===== config.mk =====
export PLATFORM = sky130hd
export DESIGN_NAME = axi4lite_arb2_flat
export DESIGN_NICKNAME = d
export VERILOG_FILES = /design/src/rtl/axi4lite_arb2_if.sv /design/src/rtl/axi4lite_arb2.sv /design/src/flat_wrapper.sv
export SDC_FILE = /design/constraint.sdc
export NUM_CORES = 1
export LEC_CHECK = 0
export ABC_AREA = 1
export CAP_MARGIN = 30
export CELL_PAD_IN_SITES_DETAIL_PLACEMENT = 0
export CELL_PAD_IN_SITES_GLOBAL_PLACEMENT = 1
export CORE_AREA = 2 2 294 296
export CTS_BUF_LIST = sky130_fd_sc_hd__clkbuf_16
export CTS_CLUSTER_DIAMETER = 60
export DETAILED_ROUTE_END_ITERATION = 12
export DIE_AREA = 0 0 296 298
export MAX_ROUTING_LAYER = met4
export PLACE_DENSITY_LB_ADDON = 0.1
export SLEW_MARGIN = 20
export SYNTH_ARGS = -nofsm -noshare
export SYNTH_HDL_FRONTEND = slang
export SYNTH_SLANG_ARGS = --single-unit

===== constraint.sdc =====
create_clock -name aclk -period 1.25 [get_ports aclk]
set_input_delay 0.25 -clock aclk [delete_from_list [all_inputs] [get_ports aclk]]
set_output_delay 0.25 -clock aclk [all_outputs]
set_load 0.01 [all_outputs]

===== src/rtl/axi4lite_arb2_if.sv =====
// AXI4-Lite bus bundle shared by the two upstream masters and the downstream slave of axi4lite_arb2.
`ifndef ALEN
`define ALEN 48
`endif

interface axi4lite_arb2_if #(
  parameter int ADDR_W = `ALEN,
  parameter int DATA_W = 64
);
  logic [ADDR_W-1:0]   awaddr;
  logic [2:0]          awprot;
  logic                awvalid;
  logic                awready;
  logic [DATA_W-1:0]   wdata;
  logic [DATA_W/8-1:0] wstrb;
  logic                wvalid;
  logic                wready;
  logic [1:0]          bresp;
  logic                bvalid;
  logic                bready;
  logic [ADDR_W-1:0]   araddr;
  logic [2:0]          arprot;
  logic                arvalid;
  logic                arready;
  logic [DATA_W-1:0]   rdata;
  logic [1:0]          rresp;
  logic                rvalid;
  logic                rready;

  modport master (
    output awaddr, awprot, awvalid, input awready,
    output wdata, wstrb, wvalid, input wready,
    input bresp, bvalid, output bready,
    output araddr, arprot, arvalid, input arready,
    input rdata, rresp, rvalid, output rready
  );

  modport slave (
    input awaddr, awprot, awvalid, output awready,
    input wdata, wstrb, wvalid, output wready,
    output bresp, bvalid, input bready,
    input araddr, arprot, arvalid, output arready,
    output rdata, rresp, rvalid, input rready
  );
endinterface


===== src/rtl/axi4lite_arb2.sv =====
// 2:1 AXI4-Lite arbiter: independent round-robin read and write channels, one transaction
// outstanding per channel, zero-latency pass-through of address, data and response.
`ifndef ALEN
`define ALEN 48
`endif

module axi4lite_arb2_chk (
  input logic clk_i,
  input logic rst_ni,
  input logic valid_i,
  input logic ready_i
);
  // A raised upstream valid must be held until its handshake.
  a_valid_hold: assert property (@(posedge clk_i) disable iff (!rst_ni)
    (valid_i && !ready_i) |=> valid_i);
endmodule

module axi4lite_arb2 #(
  parameter int ADDR_W = `ALEN,
  parameter int DATA_W = 64
) (
  input logic              aclk,
  input logic              aresetn,
  axi4lite_arb2_if.slave   m0,
  axi4lite_arb2_if.slave   m1,
  axi4lite_arb2_if.master  s
);

  typedef enum logic [1:0] {RD_IDLE = 2'd0, RD_ADDR = 2'd1, RD_RESP = 2'd2} rd_state_e;
  typedef enum logic [1:0] {WR_IDLE = 2'd0, WR_XFER = 2'd1, WR_RESP = 2'd2} wr_state_e;

  rd_state_e rd_state_q;
  wr_state_e wr_state_q;
  logic      rd_gnt_q, last_rd_q;
  logic      wr_gnt_q, last_wr_q;
  logic      aw_done_q, w_done_q;
  logic      aw_done_d, w_done_d;

  logic              rd_addr_st_s, rd_resp_st_s, rd_pick_s;
  logic              s_arvalid_s, s_rready_s, ar_hs_s, r_hs_s, g_rready_s;
  logic [ADDR_W-1:0] g_araddr_s;
  logic              wr_xfer_st_s, wr_resp_st_s, wr_pick_s;
  logic              s_awvalid_s, s_wvalid_s, s_bready_s, aw_hs_s, w_hs_s, b_hs_s;
  logic              awready_s, wready_s, g_bready_s;
  logic [ADDR_W-1:0] g_awaddr_s;

  // Both requesting: the one not served last wins; otherwise whoever asks.
  function automatic logic rr_pick(input logic req0, input logic req1, input logic last);
    logic gnt;
    if (req0 && req1) begin
      gnt = ~last;
    end else if (req1) begin
      gnt = 1'b1;
    end else begin
      gnt = 1'b0;
    end
    return gnt;
  endfunction

  assign rd_pick_s = rr_pick(m0.arvalid, m1.arvalid, last_rd_q);
  assign wr_pick_s = rr_pick(m0.awvalid || m0.wvalid, m1.awvalid || m1.wvalid, last_wr_q);

  // Read channel routing.
  always_comb begin
    rd_addr_st_s = (rd_state_q == RD_ADDR);
    rd_resp_st_s = (rd_state_q == RD_RESP);
    g_araddr_s   = rd_gnt_q ? m1.araddr : m0.araddr;
    s_arvalid_s  = rd_addr_st_s && (rd_gnt_q ? m1.arvalid : m0.arvalid);
    g_rready_s   = rd_gnt_q ? m1.rready : m0.rready;
    s_rready_s   = rd_resp_st_s && g_rready_s;
    ar_hs_s      = s_arvalid_s && s.arready;
    r_hs_s       = s_rready_s && s.rvalid;

    s.araddr   = g_araddr_s;
    s.arprot   = rd_gnt_q ? m1.arprot : m0.arprot;
    s.arvalid  = s_arvalid_s;
    s.rready   = s_rready_s;
    m0.arready = rd_addr_st_s && !rd_gnt_q && s.arready;
    m1.arready = rd_addr_st_s && rd_gnt_q && s.arready;
    m0.rvalid  = rd_resp_st_s && !rd_gnt_q && s.rvalid;
    m1.rvalid  = rd_resp_st_s && rd_gnt_q && s.rvalid;
    m0.rdata   = !rd_gnt_q ? s.rdata : {DATA_W{1'b0}};
    m1.rdata   = rd_gnt_q ? s.rdata : {DATA_W{1'b0}};
    m0.rresp   = !rd_gnt_q ? s.rresp : 2'b00;
    m1.rresp   = rd_gnt_q ? s.rresp : 2'b00;
  end

  // Read FSM: grant is captured in IDLE and held until the R handshake.
  always_ff @(posedge aclk or negedge aresetn) begin
    if (!aresetn) begin
      rd_state_q <= RD_IDLE;
      rd_gnt_q   <= 1'b0;
      last_rd_q  <= 1'b1;
    end else begin
      case (rd_state_q)
        RD_IDLE: begin
          if (m0.arvalid || m1.arvalid) begin
            rd_gnt_q   <= rd_pick_s;
            last_rd_q  <= rd_pick_s;
            rd_state_q <= RD_ADDR;
          end
        end
        RD_ADDR: begin
          if (ar_hs_s) begin
            rd_state_q <= RD_RESP;
          end
        end
        RD_RESP: begin
          if (r_hs_s) begin
            rd_state_q <= RD_IDLE;
          end
        end
        default: rd_state_q <= RD_IDLE;
      endcase
    end
  end

  // Write channel routing; AW and W are masked individually once accepted.
  always_comb begin
    wr_xfer_st_s = (wr_state_q == WR_XFER);
    wr_resp_st_s = (wr_state_q == WR_RESP);
    g_awaddr_s   = wr_gnt_q ? m1.awaddr : m0.awaddr;
    s_awvalid_s  = wr_xfer_st_s && !aw_done_q && (wr_gnt_q ? m1.awvalid : m0.awvalid);
    s_wvalid_s   = wr_xfer_st_s && !w_done_q && (wr_gnt_q ? m1.wvalid : m0.wvalid);
    awready_s    = wr_xfer_st_s && !aw_done_q && s.awready;
    wready_s     = wr_xfer_st_s && !w_done_q && s.wready;
    aw_hs_s      = s_awvalid_s && s.awready;
    w_hs_s       = s_wvalid_s && s.wready;
    aw_done_d    = aw_done_q || aw_hs_s;
    w_done_d     = w_done_q || w_hs_s;
    g_bready_s   = wr_gnt_q ? m1.bready : m0.bready;
    s_bready_s   = wr_resp_st_s && g_bready_s;
    b_hs_s       = s_bready_s && s.bvalid;

    s.awaddr   = g_awaddr_s;
    s.awprot   = wr_gnt_q ? m1.awprot : m0.awprot;
    s.awvalid  = s_awvalid_s;
    s.wdata    = wr_gnt_q ? m1.wdata : m0.wdata;
    s.wstrb    = wr_gnt_q ? m1.wstrb : m0.wstrb;
    s.wvalid   = s_wvalid_s;
    s.bready   = s_bready_s;
    m0.awready = awready_s && !wr_gnt_q;
    m1.awready = awready_s && wr_gnt_q;
    m0.wready  = wready_s && !wr_gnt_q;
    m1.wready  = wready_s && wr_gnt_q;
    m0.bvalid  = wr_resp_st_s && !wr_gnt_q && s.bvalid;
    m1.bvalid  = wr_resp_st_s && wr_gnt_q && s.bvalid;
    m0.bresp   = !wr_gnt_q ? s.bresp : 2'b00;
    m1.bresp   = wr_gnt_q ? s.bresp : 2'b00;
  end

  // Write FSM with AW/W completion flags; RESP is entered once both have been accepted.
  always_ff @(posedge aclk or negedge aresetn) begin
    if (!aresetn) begin
      wr_state_q <= WR_IDLE;
      wr_gnt_q   <= 1'b0;
      last_wr_q  <= 1'b1;
      aw_done_q  <= 1'b0;
      w_done_q   <= 1'b0;
    end else begin
      case (wr_state_q)
        WR_IDLE: begin
          if (m0.awvalid || m0.wvalid || m1.awvalid || m1.wvalid) begin
            wr_gnt_q   <= wr_pick_s;
            last_wr_q  <= wr_pick_s;
            wr_state_q <= WR_XFER;
          end
        end
        WR_XFER: begin
          aw_done_q <= aw_done_d;
          w_done_q  <= w_done_d;
          if (aw_done_d && w_done_d) begin
            wr_state_q <= WR_RESP;
          end
        end
        WR_RESP: begin
          if (b_hs_s) begin
            aw_done_q  <= 1'b0;
            w_done_q   <= 1'b0;
            wr_state_q <= WR_IDLE;
          end
        end
        default: wr_state_q <= WR_IDLE;
      endcase
    end
  end

  axi4lite_arb2_chk u_chk_m0_ar (.clk_i(aclk), .rst_ni(aresetn), .valid_i(m0.arvalid), .ready_i(m0.arready));
  axi4lite_arb2_chk u_chk_m1_ar (.clk_i(aclk), .rst_ni(aresetn), .valid_i(m1.arvalid), .ready_i(m1.arready));
  axi4lite_arb2_chk u_chk_m0_aw (.clk_i(aclk), .rst_ni(aresetn), .valid_i(m0.awvalid), .ready_i(m0.awready));
  axi4lite_arb2_chk u_chk_m1_aw (.clk_i(aclk), .rst_ni(aresetn), .valid_i(m1.awvalid), .ready_i(m1.awready));
  axi4lite_arb2_chk u_chk_m0_w  (.clk_i(aclk), .rst_ni(aresetn), .valid_i(m0.wvalid),  .ready_i(m0.wready));
  axi4lite_arb2_chk u_chk_m1_w  (.clk_i(aclk), .rst_ni(aresetn), .valid_i(m1.wvalid),  .ready_i(m1.wready));

endmodule


===== src/flat_wrapper.sv =====
// flat-port wrapper written by rule: the top's interface ports become plain ports
module axi4lite_arb2_flat 
#(
  parameter int ADDR_W = `ALEN,
  parameter int DATA_W = 64
)
  (aclk, aresetn, m0_awaddr, m0_awprot, m0_awvalid, m0_awready, m0_wdata, m0_wstrb, m0_wvalid, m0_wready, m0_bresp, m0_bvalid, m0_bready, m0_araddr, m0_arprot, m0_arvalid, m0_arready, m0_rdata, m0_rresp, m0_rvalid, m0_rready, m1_awaddr, m1_awprot, m1_awvalid, m1_awready, m1_wdata, m1_wstrb, m1_wvalid, m1_wready, m1_bresp, m1_bvalid, m1_bready, m1_araddr, m1_arprot, m1_arvalid, m1_arready, m1_rdata, m1_rresp, m1_rvalid, m1_rready, s_awaddr, s_awprot, s_awvalid, s_awready, s_wdata, s_wstrb, s_wvalid, s_wready, s_bresp, s_bvalid, s_bready, s_araddr, s_arprot, s_arvalid, s_arready, s_rdata, s_rresp, s_rvalid, s_rready);
  axi4lite_arb2_if #(.ADDR_W(ADDR_W), .DATA_W(DATA_W)) m0_i ();
  axi4lite_arb2_if #(.ADDR_W(ADDR_W), .DATA_W(DATA_W)) m1_i ();
  axi4lite_arb2_if #(.ADDR_W(ADDR_W), .DATA_W(DATA_W)) s_i ();
  input logic aclk;
  input logic aresetn;
  input wire logic [$bits(m0_i.awaddr)-1:0] m0_awaddr;
  input wire logic [$bits(m0_i.awprot)-1:0] m0_awprot;
  input wire logic [$bits(m0_i.awvalid)-1:0] m0_awvalid;
  output wire logic [$bits(m0_i.awready)-1:0] m0_awready;
  input wire logic [$bits(m0_i.wdata)-1:0] m0_wdata;
  input wire logic [$bits(m0_i.wstrb)-1:0] m0_wstrb;
  input wire logic [$bits(m0_i.wvalid)-1:0] m0_wvalid;
  output wire logic [$bits(m0_i.wready)-1:0] m0_wready;
  output wire logic [$bits(m0_i.bresp)-1:0] m0_bresp;
  output wire logic [$bits(m0_i.bvalid)-1:0] m0_bvalid;
  input wire logic [$bits(m0_i.bready)-1:0] m0_bready;
  input wire logic [$bits(m0_i.araddr)-1:0] m0_araddr;
  input wire logic [$bits(m0_i.arprot)-1:0] m0_arprot;
  input wire logic [$bits(m0_i.arvalid)-1:0] m0_arvalid;
  output wire logic [$bits(m0_i.arready)-1:0] m0_arready;
  output wire logic [$bits(m0_i.rdata)-1:0] m0_rdata;
  output wire logic [$bits(m0_i.rresp)-1:0] m0_rresp;
  output wire logic [$bits(m0_i.rvalid)-1:0] m0_rvalid;
  input wire logic [$bits(m0_i.rready)-1:0] m0_rready;
  input wire logic [$bits(m1_i.awaddr)-1:0] m1_awaddr;
  input wire logic [$bits(m1_i.awprot)-1:0] m1_awprot;
  input wire logic [$bits(m1_i.awvalid)-1:0] m1_awvalid;
  output wire logic [$bits(m1_i.awready)-1:0] m1_awready;
  input wire logic [$bits(m1_i.wdata)-1:0] m1_wdata;
  input wire logic [$bits(m1_i.wstrb)-1:0] m1_wstrb;
  input wire logic [$bits(m1_i.wvalid)-1:0] m1_wvalid;
  output wire logic [$bits(m1_i.wready)-1:0] m1_wready;
  output wire logic [$bits(m1_i.bresp)-1:0] m1_bresp;
  output wire logic [$bits(m1_i.bvalid)-1:0] m1_bvalid;
  input wire logic [$bits(m1_i.bready)-1:0] m1_bready;
  input wire logic [$bits(m1_i.araddr)-1:0] m1_araddr;
  input wire logic [$bits(m1_i.arprot)-1:0] m1_arprot;
  input wire logic [$bits(m1_i.arvalid)-1:0] m1_arvalid;
  output wire logic [$bits(m1_i.arready)-1:0] m1_arready;
  output wire logic [$bits(m1_i.rdata)-1:0] m1_rdata;
  output wire logic [$bits(m1_i.rresp)-1:0] m1_rresp;
  output wire logic [$bits(m1_i.rvalid)-1:0] m1_rvalid;
  input wire logic [$bits(m1_i.rready)-1:0] m1_rready;
  output wire logic [$bits(s_i.awaddr)-1:0] s_awaddr;
  output wire logic [$bits(s_i.awprot)-1:0] s_awprot;
  output wire logic [$bits(s_i.awvalid)-1:0] s_awvalid;
  input wire logic [$bits(s_i.awready)-1:0] s_awready;
  output wire logic [$bits(s_i.wdata)-1:0] s_wdata;
  output wire logic [$bits(s_i.wstrb)-1:0] s_wstrb;
  output wire logic [$bits(s_i.wvalid)-1:0] s_wvalid;
  input wire logic [$bits(s_i.wready)-1:0] s_wready;
  input wire logic [$bits(s_i.bresp)-1:0] s_bresp;
  input wire logic [$bits(s_i.bvalid)-1:0] s_bvalid;
  output wire logic [$bits(s_i.bready)-1:0] s_bready;
  output wire logic [$bits(s_i.araddr)-1:0] s_araddr;
  output wire logic [$bits(s_i.arprot)-1:0] s_arprot;
  output wire logic [$bits(s_i.arvalid)-1:0] s_arvalid;
  input wire logic [$bits(s_i.arready)-1:0] s_arready;
  input wire logic [$bits(s_i.rdata)-1:0] s_rdata;
  input wire logic [$bits(s_i.rresp)-1:0] s_rresp;
  input wire logic [$bits(s_i.rvalid)-1:0] s_rvalid;
  output wire logic [$bits(s_i.rready)-1:0] s_rready;
  assign m0_i.awaddr = m0_awaddr;
  assign m0_i.awprot = m0_awprot;
  assign m0_i.awvalid = m0_awvalid;
  assign m0_awready = m0_i.awready;
  assign m0_i.wdata = m0_wdata;
  assign m0_i.wstrb = m0_wstrb;
  assign m0_i.wvalid = m0_wvalid;
  assign m0_wready = m0_i.wready;
  assign m0_bresp = m0_i.bresp;
  assign m0_bvalid = m0_i.bvalid;
  assign m0_i.bready = m0_bready;
  assign m0_i.araddr = m0_araddr;
  assign m0_i.arprot = m0_arprot;
  assign m0_i.arvalid = m0_arvalid;
  assign m0_arready = m0_i.arready;
  assign m0_rdata = m0_i.rdata;
  assign m0_rresp = m0_i.rresp;
  assign m0_rvalid = m0_i.rvalid;
  assign m0_i.rready = m0_rready;
  assign m1_i.awaddr = m1_awaddr;
  assign m1_i.awprot = m1_awprot;
  assign m1_i.awvalid = m1_awvalid;
  assign m1_awready = m1_i.awready;
  assign m1_i.wdata = m1_wdata;
  assign m1_i.wstrb = m1_wstrb;
  assign m1_i.wvalid = m1_wvalid;
  assign m1_wready = m1_i.wready;
  assign m1_bresp = m1_i.bresp;
  assign m1_bvalid = m1_i.bvalid;
  assign m1_i.bready = m1_bready;
  assign m1_i.araddr = m1_araddr;
  assign m1_i.arprot = m1_arprot;
  assign m1_i.arvalid = m1_arvalid;
  assign m1_arready = m1_i.arready;
  assign m1_rdata = m1_i.rdata;
  assign m1_rresp = m1_i.rresp;
  assign m1_rvalid = m1_i.rvalid;
  assign m1_i.rready = m1_rready;
  assign s_awaddr = s_i.awaddr;
  assign s_awprot = s_i.awprot;
  assign s_awvalid = s_i.awvalid;
  assign s_i.awready = s_awready;
  assign s_wdata = s_i.wdata;
  assign s_wstrb = s_i.wstrb;
  assign s_wvalid = s_i.wvalid;
  assign s_i.wready = s_wready;
  assign s_i.bresp = s_bresp;
  assign s_i.bvalid = s_bvalid;
  assign s_bready = s_i.bready;
  assign s_araddr = s_i.araddr;
  assign s_arprot = s_i.arprot;
  assign s_arvalid = s_i.arvalid;
  assign s_i.arready = s_arready;
  assign s_i.rdata = s_rdata;
  assign s_i.rresp = s_rresp;
  assign s_i.rvalid = s_rvalid;
  assign s_rready = s_i.rready;
  axi4lite_arb2 #(.ADDR_W(ADDR_W), .DATA_W(DATA_W)) u_core (.aclk(aclk), .aresetn(aresetn), .m0(m0_i), .m1(m1_i), .s(s_i));
endmodule

[Word-level counts from Yosys, hierarchy flattened]
Index checks and enable logic that the tools add are counted.
Storage, ports and cells
  register bits: 10
Cells by class
  equality and inequality tests: 10
  muxes and demuxes: 32
  bitwise operators: 2
  reduce and logical (&&, ||, !) cells: 52
Operators by type and width (number)
  $mux W64: 3
  $mux W48: 2
  $logic_and A1 B1 Y1: 33
  $mux W2: 10
  $pmux W2 S3: 2
  $mux W1: 10
  $mux W8: 1
  $ne A2 B2 Y1 const B: 4
  $logic_or A1 B1 Y1: 7
  $mux W3: 2
  $reduce_and A2 Y1: 3
  $reduce_and A3 Y1: 2
  $eq A2 B1 Y1 const B: 2
  $eq A2 B2 Y1 const B: 2
  $logic_not A1 Y1: 4
  $logic_not A2 Y1: 2
  $ne A2 B1 Y1 const B: 2
  $pmux W1 S2: 2
  $not A1 Y1: 2
  $reduce_bool A2 Y1: 1

[Logic depth before layout (Yosys ltp)]
  depth after elaboration: 8
  gate-level depth with buffers: 9
  gate-level depth less buffers: 8

[Worst setup path before layout]
OpenSTA, ideal clock, no wires.
  path type: register -> output
  start: register u_core.wr_gnt_q
  end: output s_awaddr[10]
  data arrival time: 1046 ps
  required time: 1000 ps
  slack: -46 ps
  cell stages (with the launch flop): 8
  buffers on the path: 4
  path through: dfrtp_1 > buf_4 > inv_2 > buf_6 > buf_6 > buf_6 > nand2_1 > nand2_1
On the way
  cells in the longest elaborated chain, start to end: 1
Ends and longest elaborated chain
  start, declared: line axi4lite_arb2.sv:35  | logic wr_gnt_q, last_wr_q;
  start signal, assigned: line axi4lite_arb2.sv:164  | wr_gnt_q <= wr_pick_s;
  $mux W48: line axi4lite_arb2.sv:122  | g_awaddr_s = wr_gnt_q ? m1.awaddr : m0.awaddr;
  end, declared: line flat_wrapper.sv:51  | output wire logic [$bits(s_i.awaddr)-1:0] s_awaddr;
Every way passes these cells.

[Worst setup path in the final report]
  start: register u_core.wr_gnt_q
  end: output s_wdata[26]
On the way
  cells in the longest elaborated chain, start to end: 1
Ends and longest elaborated chain
  $mux W64: line axi4lite_arb2.sv:138  | s.wdata = wr_gnt_q ? m1.wdata : m0.wdata;
  end, declared: line flat_wrapper.sv:55  | output wire logic [$bits(s_i.wdata)-1:0] s_wdata;
Every way passes these cells.

==> impl_metrics.ini <==
[outcome]
outcome = finished with violations
violations = setup timing

[logic_synthesis]
ys_seq_area_share_pct = 6.44
synth_top_family_by_area = simple AND/OR/NAND/NOR gates
syn_avg_cell_area_sq_um = 4.12
synth-adder-area-share_pct = 0
syn_nets = 1385
yosys_warnings = 0
synth_seq_cells = 10
netlist_area_sq_um = 3920
synthSimpleGateAreaFrac_pct = 69.4
synth_compound_area_share_pct = 1.40
synth_cell_type_count = 19
yosys-mux-area-fraction_pct = 0.255
synth_xor_area_share_pct = 0
syn_inst = 952

[floorplan]
dieArea_sq_um = 88200
num_rows = 107
die_y_microns = 298
die_x_microns = 296
ios = 758
design.core.area_sq_um = 84900
initial_core_util_pct = 4.62

[power_and_ir_drop]
power_density_nw_per_um2 = 2020
ir_drop_mv = 0.599
cellLeakagePower_nw = 9.63

[clocking]
clockRootBuffer = clkbuf_16
postCtsHoldBufs = 0
htreeDepth = 1
cts.reportedPaths.clkPinSlew_ns = 0.05
cts_tree = yes
clock_sinks = 10
cts_buffers = 3
worstSkewPairLatency_ns = 0.24
cts.path.max_buffers = 2

[place]
place_congestion = 0.915
io_buffer_count = 757
place_inst = 2866
placed_area_sq_um = 13400
preCtsSetupSlack_ns = -0.758
hpwl_microns = 46600

[worst_setup_path]
cpMostUsedCell = buf_12
cpMaxStageDelayCell = dfrtp_4
cp.depth = 7
crit_fanout = 7
path_cells = buf_12, buf_12, buf_16, buf_12, nand2_4, nand2_4, buf_6
worstSetupStartpointType = flop
slowest_delay_ns = 0.54
worstSetupPathType = reg2out
r2r_cells = 11
cp_top_family = buffers and inverters
worst-path-buf-inv = 5
end_kind = primary output
cp_data_arrival_time_ns = 1.63
critPathRequiredTime_ns = 1.00

[finish]
fillers = 9560
final_area_sq_um = 19100
final_cell_mix = clkdlybuf4s50_1 (428), buf_6 (333), nand2_2 (224)
seqCellArea_sq_um = 260
drive_above_1_share_pct = 60.5
area_delta_synth_final_pct = 386
final_nets = 2339
final_common_cell = clkdlybuf4s50_1
multi_input_area_sq_um = 5520
finalNonFillerCells = 3061

[route]
ant_nets = 0
wl_met1_microns = 21500
route.final.wire_length_microns = 57800
vias = 9301
dr_wl_met3_microns = 3590
wl_per_cell_microns = 18.9
drt_iter0_markers = 168
wl_met2_microns = 32100
dr.pass1.iters = 4
via_per_inst = 3.04
top_layer = met4
drc = 0

[min_path]
hold_path_class = in2async

[grt]
grt_pass1_vias = 9427
grt_pass1_wl_microns = 75500
grt_max_degree = 18
grt_usage_pct = 12.6
grt_overflow_total = 0
antenna_found_initial = 12

[sta]
fin_crit_sh_pct = 150
hold_viol = 0
relSlewSlack_pct = 76.2
fin_ws_ns = -0.629
drv_slew = 0
holdWs_ns = 0.321
rsz0062_at_grt = true
finalSetupViolCount = 332
setup_tns_ns = -163.27
fmax_ghz = 0.532
skew_ns = 0.00177
period_minus_slack_ns = 1.88
worst_pin_slew_ns = 0.356

[job]
drv_cap = 0
-- per-layer routing --
metal | vias to the layer above | track usage [%]
met4 | 0 | 1.98
li1 | 4636 | -
met3 | 26 | 3.02
met2 | 316 | 23.8
met1 | 4323 | 13.3
met5 | - | -
-- report_power, final --
part           switching, W  internal (W)  total [W]
combinational        0.0169        0.0202     0.0371
sequential         0.000238      0.000529   0.000767
clock              0.000183      0.000419   0.000601
-- Yosys cell counts (all sizes together) --
| master | instances | area (sq um) |
|---|---|---|
| a21oi | 3 | 15.0 |
| and2 | 2 | 12.5 |
| buf | 51 | 287 |
| clkbuf | 4 | 15.0 |
| clkinv | 1 | 5.00 |
| dfrtp | 8 | 200 |
| dfstp | 2 | 52.6 |
| inv | 154 | 578 |
| mux2i | 1 | 10.0 |
| nand2 | 625 | 2350 |
| nand3 | 3 | 15.0 |
| nand4 | 1 | 6.26 |
| nor2 | 83 | 312 |
| nor3 | 6 | 30.0 |
| o21ai | 8 | 40.0 |
-- kinds of logic after synthesis --
group,after synthesis
AO/OA/AOI/OAI,11
buffers and inverters,210
flip-flops,10
multiplexers,1
AND/OR/NAND/NOR,720
-- metrics by stage --
| stage | total power, W | utilization (%) |
|---|---|---|
| 2_1_floorplan | 0.00851 | - |
| 3_3_place_gp | 0.0223 | 15.8 |
| 3_5_place_dp | 0.0221 | 15.8 |
| 4_1_cts | 0.0336 | 19.6 |
| 5_1_grt | 0.0411 | 22.5 |
| 6_report | 0.0385 | 22.5 |
-- registers in the layout (all words and copies together), names as in the netlist --
signal             cells
u_core.aw_done_q       1
u_core.last_rd_q       1
u_core.last_wr_q       1
u_core.rd_gnt_q        1
u_core.rd_state_q      2
u_core.w_done_q        1
u_core.wr_gnt_q        1
u_core.wr_state_q      2
-- what timing repair did --
| item | in CTS | in global routing |
|---|---|---|
| buffers inserted | 117 | 49 |
| setup endpoints to repair | 333 | 333 |
| resized for setup | 2020 | 701 |
| pin swaps | 130 | 128 |
| cloned | 35 | 6 |
-- final cells by class --
type                    instances  share of cell area [%]
diodes                         13                   0.171
repair buffers               1003                    58.4
inverters                     155                    3.17
multi-input cells             732                    28.9
well taps                    1144                    7.50
flip-flops and latches         10                    1.36
repair inverters                1                  0.0853
clock buffers                   3                   0.393
-- path summary, 6_finish.rpt --
path | startpoint | endpoint | slack [ns]
setup / recovery | u_core.wr_gnt_q | s_wdata[26] | -0.63
hold / removal | aresetn | u_core.w_done_q | 0.32
setup reg to reg | u_core.wr_gnt_q | u_core.wr_state_q[1] | -0.37
hold reg to reg | u_core.last_rd_q | u_core.last_rd_q | 0.47
max in group asynchronous | aresetn | u_core.last_rd_q | 0.69
min in group aclk | u_core.last_rd_q | u_core.last_rd_q | 0.47
No activity file was read; power rests on OpenSTA's default activity.
